## src/rtl/pipe_pkg.sv

```systemverilog
// Shared types and constants for the pipeline-stage register family.
package pipe_pkg;

  typedef enum logic [1:0] {
    EMPTY = 2'd0,
    FULL  = 2'd1,
    SKID  = 2'd2
  } pipe_state_t;

  // NOP encoding of a single 32-bit instruction field.
  localparam logic [31:0] NOP_WORD = 32'h0000_0000;

  localparam int unsigned DEFAULT_DATA_W = 96;
  localparam int unsigned DEFAULT_CNT_W  = 16;

endpackage

```

## src/rtl/pipe_stage_skid_sat_counter.sv

```systemverilog
// Saturating up-counter with asynchronous active-high reset.
module sat_counter #(
  parameter int unsigned CNT_W = 16
) (
  input  logic             clk,
  input  logic             reset,
  input  logic             inc,
  output logic [CNT_W-1:0] count
);

  logic [CNT_W-1:0] r_count;
  logic             w_at_max;

  assign w_at_max = &r_count;

  always_ff @(posedge clk or posedge reset) begin
    if (reset) begin
      r_count <= '0;
    end else if (inc && !w_at_max) begin
      r_count <= r_count + 1'b1;
    end
  end

  assign count = r_count;

endmodule

```

## src/rtl/pipe_stage_skid.sv

```systemverilog
// Valid/ready pipeline register with a one-entry skid buffer, flush and stall counter.
module pipe_stage_skid
  import pipe_pkg::*;
#(
  parameter int unsigned       DATA_W    = DEFAULT_DATA_W,
  parameter logic [DATA_W-1:0] NOP_VALUE = '0,
  parameter int unsigned       CNT_W     = DEFAULT_CNT_W
) (
  input  logic              clk,
  input  logic              reset,
  input  logic              in_valid,
  output logic              in_ready,
  input  logic [DATA_W-1:0] in_data,
  output logic              out_valid,
  input  logic              out_ready,
  output logic [DATA_W-1:0] out_data,
  input  logic              flush,
  output logic [CNT_W-1:0]  stall_cnt
);

  pipe_state_t       r_state;
  logic [DATA_W-1:0] r_main;
  logic [DATA_W-1:0] r_skid;
  logic              r_out_valid;
  logic              r_in_ready;

  logic w_in_acc;
  logic w_out_acc;
  logic w_stall_inc;

  assign w_in_acc    = in_valid & r_in_ready;
  assign w_out_acc   = r_out_valid & out_ready;
  assign w_stall_inc = r_out_valid & ~out_ready;

  // Valid/ready flags are kept as their own flops so both ports see pure register outputs.
  always_ff @(posedge clk or posedge reset) begin
    if (reset) begin
      r_state     <= EMPTY;
      r_main      <= NOP_VALUE;
      r_skid      <= NOP_VALUE;
      r_out_valid <= 1'b0;
      r_in_ready  <= 1'b1;
    end else if (flush) begin
      r_state     <= EMPTY;
      r_main      <= NOP_VALUE;
      r_skid      <= NOP_VALUE;
      r_out_valid <= 1'b0;
      r_in_ready  <= 1'b1;
    end else begin
      case (r_state)
        EMPTY: begin
          if (w_in_acc) begin
            r_state     <= FULL;
            r_main      <= in_data;
            r_out_valid <= 1'b1;
          end
        end
        FULL: begin
          if (w_in_acc && w_out_acc) begin
            r_main <= in_data;
          end else if (w_in_acc) begin
            r_state    <= SKID;
            r_skid     <= in_data;
            r_in_ready <= 1'b0;
          end else if (w_out_acc) begin
            r_state     <= EMPTY;
            r_main      <= NOP_VALUE;
            r_out_valid <= 1'b0;
          end
        end
        SKID: begin
          if (w_out_acc) begin
            r_state    <= FULL;
            r_main     <= r_skid;
            r_skid     <= NOP_VALUE;
            r_in_ready <= 1'b1;
          end
        end
        default: begin
          r_state     <= EMPTY;
          r_main      <= NOP_VALUE;
          r_skid      <= NOP_VALUE;
          r_out_valid <= 1'b0;
          r_in_ready  <= 1'b1;
        end
      endcase
    end
  end

  assign out_valid = r_out_valid;
  assign in_ready  = r_in_ready;
  assign out_data  = r_main;

  sat_counter #(
    .CNT_W(CNT_W)
  ) u_stall_cnt (
    .clk  (clk),
    .reset(reset),
    .inc  (w_stall_inc),
    .count(stall_cnt)
  );

endmodule

```

## config.mk

```make
export PLATFORM = sky130hd
export DESIGN_NAME = pipe_stage_skid
export DESIGN_NICKNAME = d
export VERILOG_FILES = /design/src/rtl/pipe_pkg.sv /design/src/rtl/pipe_stage_skid_sat_counter.sv /design/src/rtl/pipe_stage_skid.sv
export SDC_FILE = /design/constraint.sdc
export NUM_CORES = 1
export LEC_CHECK = 0
export BUFFER_PORTS_ARGS = -buffer_cell sky130_fd_sc_hd__buf_2
export CORE_ASPECT_RATIO = 0.6
export CORE_MARGIN = 3
export CORE_UTILIZATION = 43
export CTS_BUF_LIST = sky130_fd_sc_hd__clkbuf_4 sky130_fd_sc_hd__clkbuf_8
export DETAILED_ROUTE_END_ITERATION = 8
export HOLD_SLACK_MARGIN = 0.03
export PLACE_DENSITY = 0.67
export SETUP_SLACK_MARGIN = 0.3
export SLEW_MARGIN = 20
export SYNTH_ARGS = -nofsm -noshare
export SYNTH_HDL_FRONTEND = slang
export SYNTH_SLANG_ARGS = --single-unit
```

## constraint.sdc

```tcl
create_clock -name clk -period 12.8 [get_ports clk]
set_input_delay 0.64 -clock clk [delete_from_list [all_inputs] [get_ports clk]]
set_output_delay 0.64 -clock clk [all_outputs]
set_load 0.01 [all_outputs]
```

==> metrics.yaml, run 1 <==
status:
  status: "finished clean"
place:
  io_buffer_count: 214
  placed_area_sq_um: 9819
  dp_hpwl_um: 13380
  gp_congestion: 0.7847
  pre_cts_slack_ns: 9.758
global_route:
  grt_overflow_total: 0
  grt_max_degree: 135
  track_usage: 0.2068
  grt_pass1_vias: 6541
  grt_first_pass_wirelength_um: 37070
  antenna_found_initial: 2
clocking:
  cts_root_buffer: "clkbuf_8"
  numCtsBuffers: 31
  cts_resized: 0
  cts_hold_buffers: 0
  cts_tree: "done"
  clockBufferDepth: 3
  htreeDepth: 1
  clk_pin_slew_ns: 0.07
  post-cts-setup-buffers: 0
  cts.sinks: 212
  clk_latency_ns: 0.54
layout:
  fin_nets: 947
  drive_gt1_frac: 0.3345
  area_growth_pct: 20.86
  fin_area_sq_um: 10460
  fillers: 1683
timing:
  worst_pin_slew_ns: 1.080
  fin_crit_sh: 0.2143
  fin_crit_ns: 2.743
  clock_skew_ns: 0.02312
  setup-tns-final_ns: 0
  fin_hold_ws_ns: 0.2707
  fmax_mhz: 364.6
  hold_viol_final: 0
  finalSetupViolations: 0
  grt_setup_unrepaired: "false"
  slew_headroom: 0.2800
  fin_ws_ns: 10.06
  drv_slew: 0
job:
  cap_violations: 0
logic_synthesis:
  syn_nets: 759
  synth_edf_count: 0
  synth.top_cells.by_area: "dfrtp_1 (61%), a22o_1 (9.7%), o2bb2ai_1 (9.7%), a22oi_1 (8.3%), buf_2 (1.9%)"
  synth.top_cell.area_share: 0.6104
  seq_area_frac_synth: 0.6134
  yosysWarnings: 0
  syn_inst: 657
  syn_area_per_cell_sq_um: 13.17
  ys.flop_type: "dfrtp_1"
  synth_top_area_cell: "dfrtp_1"
  synth-seq-cells: 212
  synthArstFlopShare: 1.000
  synth_area_sq_um: 8651
  yosysUniqueCellTypes: 45
worst_setup_path:
  required_ns: 13.26
  critPathLaunchType: "flip-flop"
  crit_type: "reg2reg"
  crit_buf_inv: 1
  rr_endpoint: "r_skid[10]$_DFFE_PP0P_"
  r2r_slack_ns: 10.06
  cp_slowest_cell: "buf_4"
  rr_worst_depth: 5
  worstPathMaxFanout: 69
  crit_arrival_ns: 3.21
  crit_path_max_incr_delay_ns: 0.74
  critPathCaptureType: "flip-flop"
  critical_path.top_delay_family: "compound AO/OA/AOI/OAI gates"
  reg2reg_from: "out_valid$_DFFE_PP0P_"
  cp_cell_sequence: "and2_1 -> o21bai_1 -> a21oi_4 -> buf_4 -> a22o_1"
drt:
  ant_nets: 0
  drtIter0Drc: 522
  drtPass1Iterations: 5
  vias: 6664
  viasPerCell: 5.877
  avgRoutedWirePerCell_um: 20.29
  drc_errors: 0
  drt-total-wl_um: 23010
power:
  pwr_density_cell_nw_per_um2: 157.0
  p_leak_nw: 5.275
  irDropWorstVdd_mv: 0.07520
  p_total_w: 0.001642
floorplan:
  io_pins: 215
  num_rows: 39
  dieWidth_um: 189.1
  die_y_um: 115.9
  initial_core_util: 0.4466
  coreArea_sq_um: 19370
  dieArea_sq_um: 21910
min_path:
  hold_path_class: "in2async"
-- worst max-delay path by stage --
stage | start | to | depth (start not counted)
floorplan | reset | out_data[0]$_DFFE_PP0P_ | 1
global placement | out_ready | r_skid[78]$_DFFE_PP0P_ | 6
detailed placement | out_ready | r_skid[25]$_DFFE_PP0P_ | 6
CTS | r_state[1]$_DFFE_PP0P_ | out_data[81]$_DFFE_PP0P_ | 5
global route | out_valid$_DFFE_PP0P_ | r_skid[10]$_DFFE_PP0P_ | 5
finish | out_valid$_DFFE_PP0P_ | r_skid[10]$_DFFE_PP0P_ | 5
-- worst reg2reg max path, delay by kind of cell (launching register included) --
kind                   cells  cell delay, ns
and+or+nand+nor            1            0.32
buffers and inverters      1            0.76
AOI/OAI and AO/OA          3            1.16
DFF                        1            0.44
-- routing by layer --
layer	global-route usage	wire, um
met5	0	25
met4	0.04214	305
met3	0.04776	1722
met2	0.2760	9410
met1	0.3378	11540
-- metrics by stage --
step,util,cells
floorplan,-,657
global placement,0.5069,1078
detailed placement,0.5069,1078
CTS,0.5394,1133
global route,0.5396,1133
finish,0.5397,1134
-- final cells by class --
cell class,instances,area (sq um),share of cell area
Tap cell,266,332.8,0.03183
Clock buffer,54,624.3,0.05972
Multi-Input combinational cell,377,3042,0.2909
Sequential cell,212,5306,0.5075
Antenna cell,1,2.502,0.0002393
Inverter,2,15.01,0.001436
Timing Repair Buffer,221,1127,0.1078
Clock inverter,1,5.005,0.0004787
-- cell families after synthesis --
kind of cell / Yosys count / synth area share
multiplexers: 4 / 0.005062
AO/OA/AOI/OAI: 309 / 0.2948
XOR/XNOR: 9 / 0.009112
buffers and inverters: 68 / 0.03934
AND/OR/NAND/NOR: 54 / 0.03688
adder cells (fa/ha/maj): 1 / 0.001446
flip-flops: 212 / 0.6134
-- registers in the layout (all words and copies together) (netlist names) --
name	flops
u_stall_cnt.count	16
r_state	2
out_valid	1
in_ready	1
out_data	96
r_skid	96
-- cell usage in the layout, fill, tap and decap left out, drive strengths merged, types with 2 or more instances in the layout --
| cell | Yosys | layout |
|---|---|---|
| nand4 | 7 | 7 |
| nor2 | 8 | 8 |
| o2bb2ai | 96 | 96 |
| nor3 | 8 | 8 |
| inv | 2 | 2 |
| nor2b | 3 | 3 |
| xor2 | 8 | 8 |
| a22oi | 96 | 96 |
| clkbuf | 18 | 54 |
| a22o | 96 | 96 |
| buf | 48 | 221 |
| mux2 | 3 | 3 |
| a21oi | 9 | 9 |
| a21o | 3 | 3 |
| nand2 | 11 | 11 |
| nand3 | 4 | 4 |
| nand2b | 3 | 3 |
| nor4 | 2 | 2 |
| o21bai | 2 | 2 |
| dfrtp | 211 | 211 |
-- synthesized netlist by cell type (all sizes together) (3+ instances only) --
cell and count:
dfrtp 211, a22o 96, a22oi 96, o2bb2ai 96, buf 48, clkbuf 18, nand2 11, a21oi 9
nor2 8, nor3 8, xor2 8, nand4 7, nand3 4, a21o 3, mux2 3, nand2b 3
nor2b 3
-- power by group --
| group | switching [W] | leakage, nW | total, W | internal, W |
|---|---|---|---|---|
| clock network | 0.000245 | 0.343 | 0.000547 | 0.000302 |
| logic | 0.000197 | 2.04 | 0.000309 | 0.000112 |
| registers | 0.0000495 | 2.90 | 0.000785 | 0.000736 |
Power figures use the tool's default switching activity.
==> run 2: changes to the inputs <==
- PLACE_DENSITY: 0.67 -> 0.69
- clock period: 12.8 -> 2.32 ns (I/O delays scaled with it)
==> metrics.yaml, run 2 (same netlist as run 1, synthesis figures left out) <==
status:
  status: "finished clean"
floorplan:
  dieWidth_um: 189.1  # unchanged
  dieArea_sq_um: 21910  # unchanged
  num_rows: 39  # unchanged
  initial_core_util: 0.4466  # unchanged
  coreArea_sq_um: 19370  # unchanged
  io_pins: 215  # unchanged
  die_y_um: 115.9  # unchanged
clocking:
  numCtsBuffers: 31  # unchanged
  clockBufferDepth: 3  # unchanged
  cts_tree: "done"
  htreeDepth: 1  # unchanged
  cts.sinks: 212  # unchanged
  cts_root_buffer: "clkbuf_8"
  clk_pin_slew_ns: 0.07  # about the same
  post-cts-setup-buffers: 0  # unchanged
  clk_latency_ns: 0.56  # +0.02 ns
worst_setup_path:
  r2r_slack_ns: 0.45  # -9.61 ns
  rr_worst_depth: 4  # -1
  crit_end: "out_data[22]$_DFFE_PP0P_"
  rr_endpoint: "out_data[22]$_DFFE_PP0P_"
  crit_path_max_incr_delay_ns: 0.60  # -0.14 ns
  worstPathMaxFanout: 59  # -14%
  critPathLaunchType: "flip-flop"
  critPathCaptureType: "flip-flop"
  cp_cell_sequence: "nor2b_4 -> buf_4 -> a22oi_1 -> o2bb2ai_1"
  critPathLaunch: "r_state[1]$_DFFE_PP0P_"
  reg2reg_from: "r_state[1]$_DFFE_PP0P_"
  cp_slowest_cell: "buf_4"
  crit_type: "reg2reg"
  required_ns: 2.79  # -10.47 ns
  crit_arrival_ns: 2.33  # -0.88 ns
timing:
  drv_slew: 0  # unchanged
  hold_viol_final: 0  # unchanged
  fin_hold_ws_ns: 0.1048  # -0.1659 ns
  grt_setup_unrepaired: "false"
  finalSetupViolations: 0  # unchanged
  fin_ws_ns: 0.4519  # -9.605 ns
  setup-tns-final_ns: 0  # unchanged
  fin_crit_sh: 0.8052  # +0.5909
  fmax_mhz: 535.3  # +47%
  worst_pin_slew_ns: 0.7186  # -0.3614 ns
  fin_crit_ns: 1.868  # -0.8749 ns
  clock_skew_ns: 0.01428  # -0.008843 ns
  slew_headroom: 0.5209  # +0.2410
drt:
  drt-total-wl_um: 24430  # +6.2%
  drtPass1Iterations: 5  # unchanged
  drtIter0Drc: 569  # +9.0%
  viasPerCell: 5.774  # -1.7%
  drc_errors: 0  # unchanged
  ant_nets: 0  # unchanged
  vias: 7189  # +7.9%
  avgRoutedWirePerCell_um: 19.62  # -3.3%
layout:
  area_growth_pct: 35.03
  insertedDiodeCount: 0  # -1
  fin_nets: 1059  # +12%
  mostFrequentLayoutCell: "buf_2"
  mostFrequentLayoutCells: "buf_2 (214), dfrtp_1 (211), dlygate4sd3_1 (100)"
  fin_area_sq_um: 11680  # +12%
  drive_gt1_frac: 0.3095  # -0.02499
place:
  placed_area_sq_um: 10010  # +1.9%
  io_buffer_count: 214  # unchanged
  pre_cts_slack_ns: 0.4864  # -9.272 ns
  dp_hpwl_um: 14190  # +6.0%
  gp_congestion: 0.7905  # +0.74%
job:
  cap_violations: 0  # unchanged
global_route:
  antenna_found_initial: 0  # -2
  grt_max_degree: 93  # -31%
  track_usage: 0.2206  # +0.01385
  grt_overflow_total: 0  # unchanged
  grt_pass1_vias: 7416  # +13%
  grt_first_pass_wirelength_um: 39540  # +6.7%
power:
  pwr_density_cell_nw_per_um2: 810.2  # +420%
  p_leak_nw: 5.791  # +9.8%
  irDropWorstVdd_mv: 0.4991  # +560%
  p_total_w: 0.009464  # +480%
min_path:
  hold_path_class: "in2async"
## run 2: through the flow
stage                     std cells    util
after floorplan                 657       -
after global placement         1090  0.5165
after detailed placement       1090  0.5165
after CTS                      1245  0.6027
after global routing           1245  0.6030
final                          1245  0.6030
## run 2: power by group
part	internal (W)	switching, W	leakage (nW)
sequential	0.00406	0.000280	2.90
combinational	0.000794	0.00115	2.54
clock	0.00178	0.00140	0.356
## run 2: final cells by class
cell class / count / area [sq um]
fillers: 1571 / 7691
flip-flops and latches: 212 / 5306
multi-input cells: 377 / 3047
repair buffers: 333 / 2315
clock buffers: 49 / 611.8
well taps: 266 / 332.8
clock inverters: 6 / 57.56
inverters: 2 / 11.26
## run 2: per-layer routing
layer / vias to the layer above / track usage / wire length, um
met5: - / 0 / 0
met4: 0 / 0.05007 / 413
met3: 38 / 0.04867 / 1825
met2: 308 / 0.3372 / 10730
met1: 3639 / 0.3253 / 11460
li1: 3204 / - / -
## run 2: what timing repair did
item,CTS,global route
hold buffers,100,0
endpoints found under the setup margin,0,1
gates resized for setup,0,1
hold endpoints to repair,408,0
## run 2: how the worst min path moves through the flow
stage                          start                               end  slack (ns)  cells after the start
after floorplan           in_data[1]             r_skid[1]$_DFFE_PP0P_        0.25                      1
after global placement         reset  u_stall_cnt.count[6]$_DFFE_PP0P_        0.14                      2
after detailed placement       reset  u_stall_cnt.count[6]$_DFFE_PP0P_        0.15                      2
after CTS                      reset          out_data[69]$_DFFE_PP0P_        0.08                      3
after global routing           reset          out_data[69]$_DFFE_PP0P_        0.08                      3
final                          reset          out_data[69]$_DFFE_PP0P_        0.10                      3
## run 2: worst max-delay path: cells and delay by family (launching register included)
family / cells / cell delay [ns]
flip-flops: 1 / 0.52
buffers and inverters: 1 / 0.60
AND/OR/NAND/NOR: 1 / 0.24
AO/OA/AOI/OAI: 2 / 0.41
==> run 3: changes to the inputs <==
- ABC_AREA: unset -> 1
- PLACE_DENSITY: 0.69 -> 0.68
- clock period: 2.32 -> 1.6 ns (I/O delays scaled with it)
==> metrics.yaml, run 3 <==
worst_setup_path:
  cp_slowest_cell: "dfstp_2"
  crit_arrival_ns: 2.17  # -0.16 ns
  critical_path.top_delay_family: "flip-flops"
  crit_buf_inv: 2  # +1
  required_ns: 2.07  # -0.72 ns
  worstPathMaxFanout: 11  # -81%
  critPathCaptureType: "flip-flop"
  critPathLaunchType: "flip-flop"
  reg2reg_from: "in_ready$_DFFE_PP1P_"
  crit_path_max_incr_delay_ns: 0.55  # -0.05 ns
  timing.critical_path.mode_cell: "nand2_1"
  crit_type: "reg2reg"
  cp_cell_sequence: "nand2_4 -> nor2_4 -> buf_4 -> bufbuf_16 -> nand3_1 -> o211ai_1 -> nand2_1 -> nand2_1"
  critPathLaunch: "in_ready$_DFFE_PP1P_"
layout:
  insertedDiodeCount: 0  # unchanged
  fin_area_sq_um: 16390  # +40%
  mostFrequentLayoutCells: "nand2_1 (508), buf_2 (214), dfrtp_1 (206)"
  area_growth_pct: 58.95
  mostFrequentLayoutCell: "nand2_1"
  drive_gt1_frac: 0.3541  # +0.04463
  fin_nets: 1856  # +75%
global_route:
  grt_first_pass_wirelength_um: 55170  # +40%
  grt_max_degree: 66  # -29%
  track_usage: 0.2653  # +0.04464
  antenna_found_initial: 1  # +1
  grt_overflow_total: 0  # unchanged
  grt_pass1_vias: 10440  # +41%
logic_synthesis:
  syn_nets: 1437  # +89%
  yosys.area_share.xor_xnor: 0.005944  # -0.003168
  synthMuxAreaShare: 0  # -0.005062
  synth_compound_area_frac: 0.1137  # -0.1811
  synth_top_area_cell: "dfrtp_1"
  synth_commonest_cells: "nand2_1 (584), dfrtp_1 (211), nand3_1 (112)"
  yosys.cell_count.top_type: "nand2_1"
  seq_area_frac_synth: 0.5145  # -0.09890
  synth_edf_count: 0  # unchanged
  synthArstFlopShare: 1.000  # unchanged
  synth_area_sq_um: 10310  # +19%
  yosysWarnings: 0  # unchanged
  synth_top_family_by_area: "simple AND/OR/NAND/NOR gates"
  synth.top_cells.by_area: "dfrtp_1 (51%), nand2_1 (21%), o211ai_1 (6.5%), nand3_1 (5.4%), o21ai_0 (3.9%)"
  syn_inst: 1335  # +100%
  synth-seq-cells: 212  # unchanged
  synth.top_cell.area_share: 0.5119  # -0.09841
  synth_fa_ha_area_frac: 0.001213  # -0.0002332
  yosysUniqueCellTypes: 28  # -38%
  ys.flop_type: "dfrtp_1"
  syn_area_per_cell_sq_um: 7.726  # -41%
  synthSimpleGateAreaFrac: 0.2865  # +0.2497
power:
  p_sw_frac: 0.3985  # +0.09879
  p_leak_nw: 8.390  # +45%
  p_sw_w: 0.009780  # +240%
  p_total_w: 0.02454  # +160%
  p_int_w: 0.01476  # +120%
  pwr_density_cell_nw_per_um2: 1497  # +85%
  combinationalPowerShare: 0.468  # +0.262
  seqPwrFrac: 0.314  # -0.144
  irDropWorstVdd_mv: 0.8344  # +67%
  pwr-share-clk: 0.218  # -0.118
timing:
  grt_setup_unrepaired: "true"
  fin_crit_ns: 1.696  # -0.1726 ns
  fmax_mhz: 589.8  # +10%
  hold_viol_final: 0  # unchanged
  clock_skew_ns: 0.02524  # +0.01096 ns
  worst_pin_slew_ns: 0.4280  # -0.2906 ns
  drv_slew: 0  # unchanged
  fin_crit_sh: 1.060  # +0.2545
  finalSetupViolations: 134  # +134
  fin_ws_ns: -0.09555  # -0.5474 ns
  slew_headroom: 0.7117  # +0.1907
min_path:
  hp-start: "in_valid"
  hold_path_class: "in2reg"
drt:
  drt-total-wl_um: 39190  # +60%
  viasPerCell: 5.354  # -7.3%
  ant_nets: 0  # unchanged
  vias: 11210  # +56%
  drtPass1Iterations: 5  # unchanged
  drtIter0Drc: 1087  # +91%
  drc_errors: 0  # unchanged
  avgRoutedWirePerCell_um: 18.72  # -4.6%
status:
  violations: "negative setup slack"
  status: "complete, but fails checks"
floorplan:
  initial_core_util: 0.4417  # -0.004855
  dieArea_sq_um: 25940  # +18%
  coreArea_sq_um: 23350  # +21%
  die_y_um: 126.0  # +8.7%
  io_pins: 215  # unchanged
  num_rows: 43  # +10%
  dieWidth_um: 205.9  # +8.9%
place:
  dp_hpwl_um: 20760  # +46%
  gp_congestion: 0.8824  # +12%
  io_buffer_count: 214  # unchanged
  placed_area_sq_um: 12660  # +27%
clocking:
  cts.sinks: 212  # unchanged
  cts_root_buffer: "clkbuf_8"
  clk_pin_slew_ns: 0.07  # about the same
  cts_tree: "done"
  htreeDepth: 2  # +1
  numCtsBuffers: 35  # +13%
  clockBufferDepth: 3  # unchanged
  clk_latency_ns: 0.54  # -0.02 ns
job:
  cap_violations: 0  # unchanged
## run 3: power groups by stage
stage | combinational [W] | clock, W | sequential [W]
2_1_floorplan | 0.00442 | 0 | 0.00802
3_3_place_gp | 0.00799 | 0 | 0.00762
3_5_place_dp | 0.00811 | 0 | 0.00763
4_1_cts | 0.00939 | 0.00543 | 0.00758
5_1_grt | 0.0122 | 0.00571 | 0.00783
6_report | 0.0115 | 0.00535 | 0.00770
## run 3: layer usage
| metal | GRT usage | vias to the layer above | routed length [um] |
|---|---|---|---|
| li1 | - | 5149 | - |
| met1 | 0.3836 | 5374 | 17330 |
| met2 | 0.4078 | 589 | 17280 |
| met3 | 0.05761 | 97 | 3621 |
| met4 | 0.06858 | 2 | 944 |
| met5 | 0 | - | 13 |
## run 3: final timing paths
check	end	slack [ns]	cells after the start
worst max-delay path	out_data[14]$_DFFE_PP0P_	-0.1	8
worst min-delay path	r_state[0]$_DFFE_PP0P_	0.08	5
worst max register to register	out_data[14]$_DFFE_PP0P_	-0.1	8
worst min register to register	out_data[65]$_DFFE_PP0P_	0.47	2
max in group asynchronous	out_data[53]$_DFFE_PP0P_	0.71	4
min in group asynchronous	out_data[59]$_DFFE_PP0P_	0.25	4
## run 3: cell families (layout without fill, tap and decap cells)
family | after synthesis | count (layout)
buffers and inverters | 191 | 634
DFF | 212 | 212
adders and majority gates | 1 | 1
and+or+nand+nor | 735 | 736
AOI/OAI and AO/OA | 189 | 189
xor gates and xnor gates | 7 | 7
## run 3: what timing repair did
| item | in CTS | in global routing |
|---|---|---|
| resized for setup | 19 | 193 |
| gates cloned | 10 | 25 |
| endpoints found under the hold margin | 345 | 0 |
| buffers inserted | 23 | 23 |
| hold buffers | 102 | 0 |
| pin swaps | 1 | 59 |
| setup endpoints to repair | 218 | 225 |
## run 3: cell type report
type / instances / area [sq um]
flip-flops and latches: 212 / 5313
multi-input cells: 933 / 5186
repair inverters: 1 / 7.507
repair buffers: 460 / 4273
clock inverters: 3 / 40.04
inverters: 111 / 436.7
well taps: 315 / 394.1
fillers: 1742 / 6957
clock buffers: 59 / 743.2
## run 3: stage by stage
stage	TNS [ns]	util	setup WS (ns)	std cells	hold slack, ns
finish	-3.683	0.7021	-0.09555	2094	0.08390
global route	-13.83	0.7021	-0.1162	2094	0.08417
detailed placement	0	0.5422	0.02677	1849	0.06125
floorplan	-261.20	-	-1.235	1335	0.1966
global placement	0	0.5422	0.05665	1849	0.05896
CTS	0	0.6417	0.01739	2046	0.01417
## run 3: worst reg2reg max path, cell delays in order, from the launching register on
cell	delay [ns]
dfstp_2	0.55
nand2_4	0.09
nor2_4	0.16
buf_4	0.16
bufbuf_16	0.29
nand3_1	0.08
o211ai_1	0.11
nand2_1	0.12
nand2_1	0.07
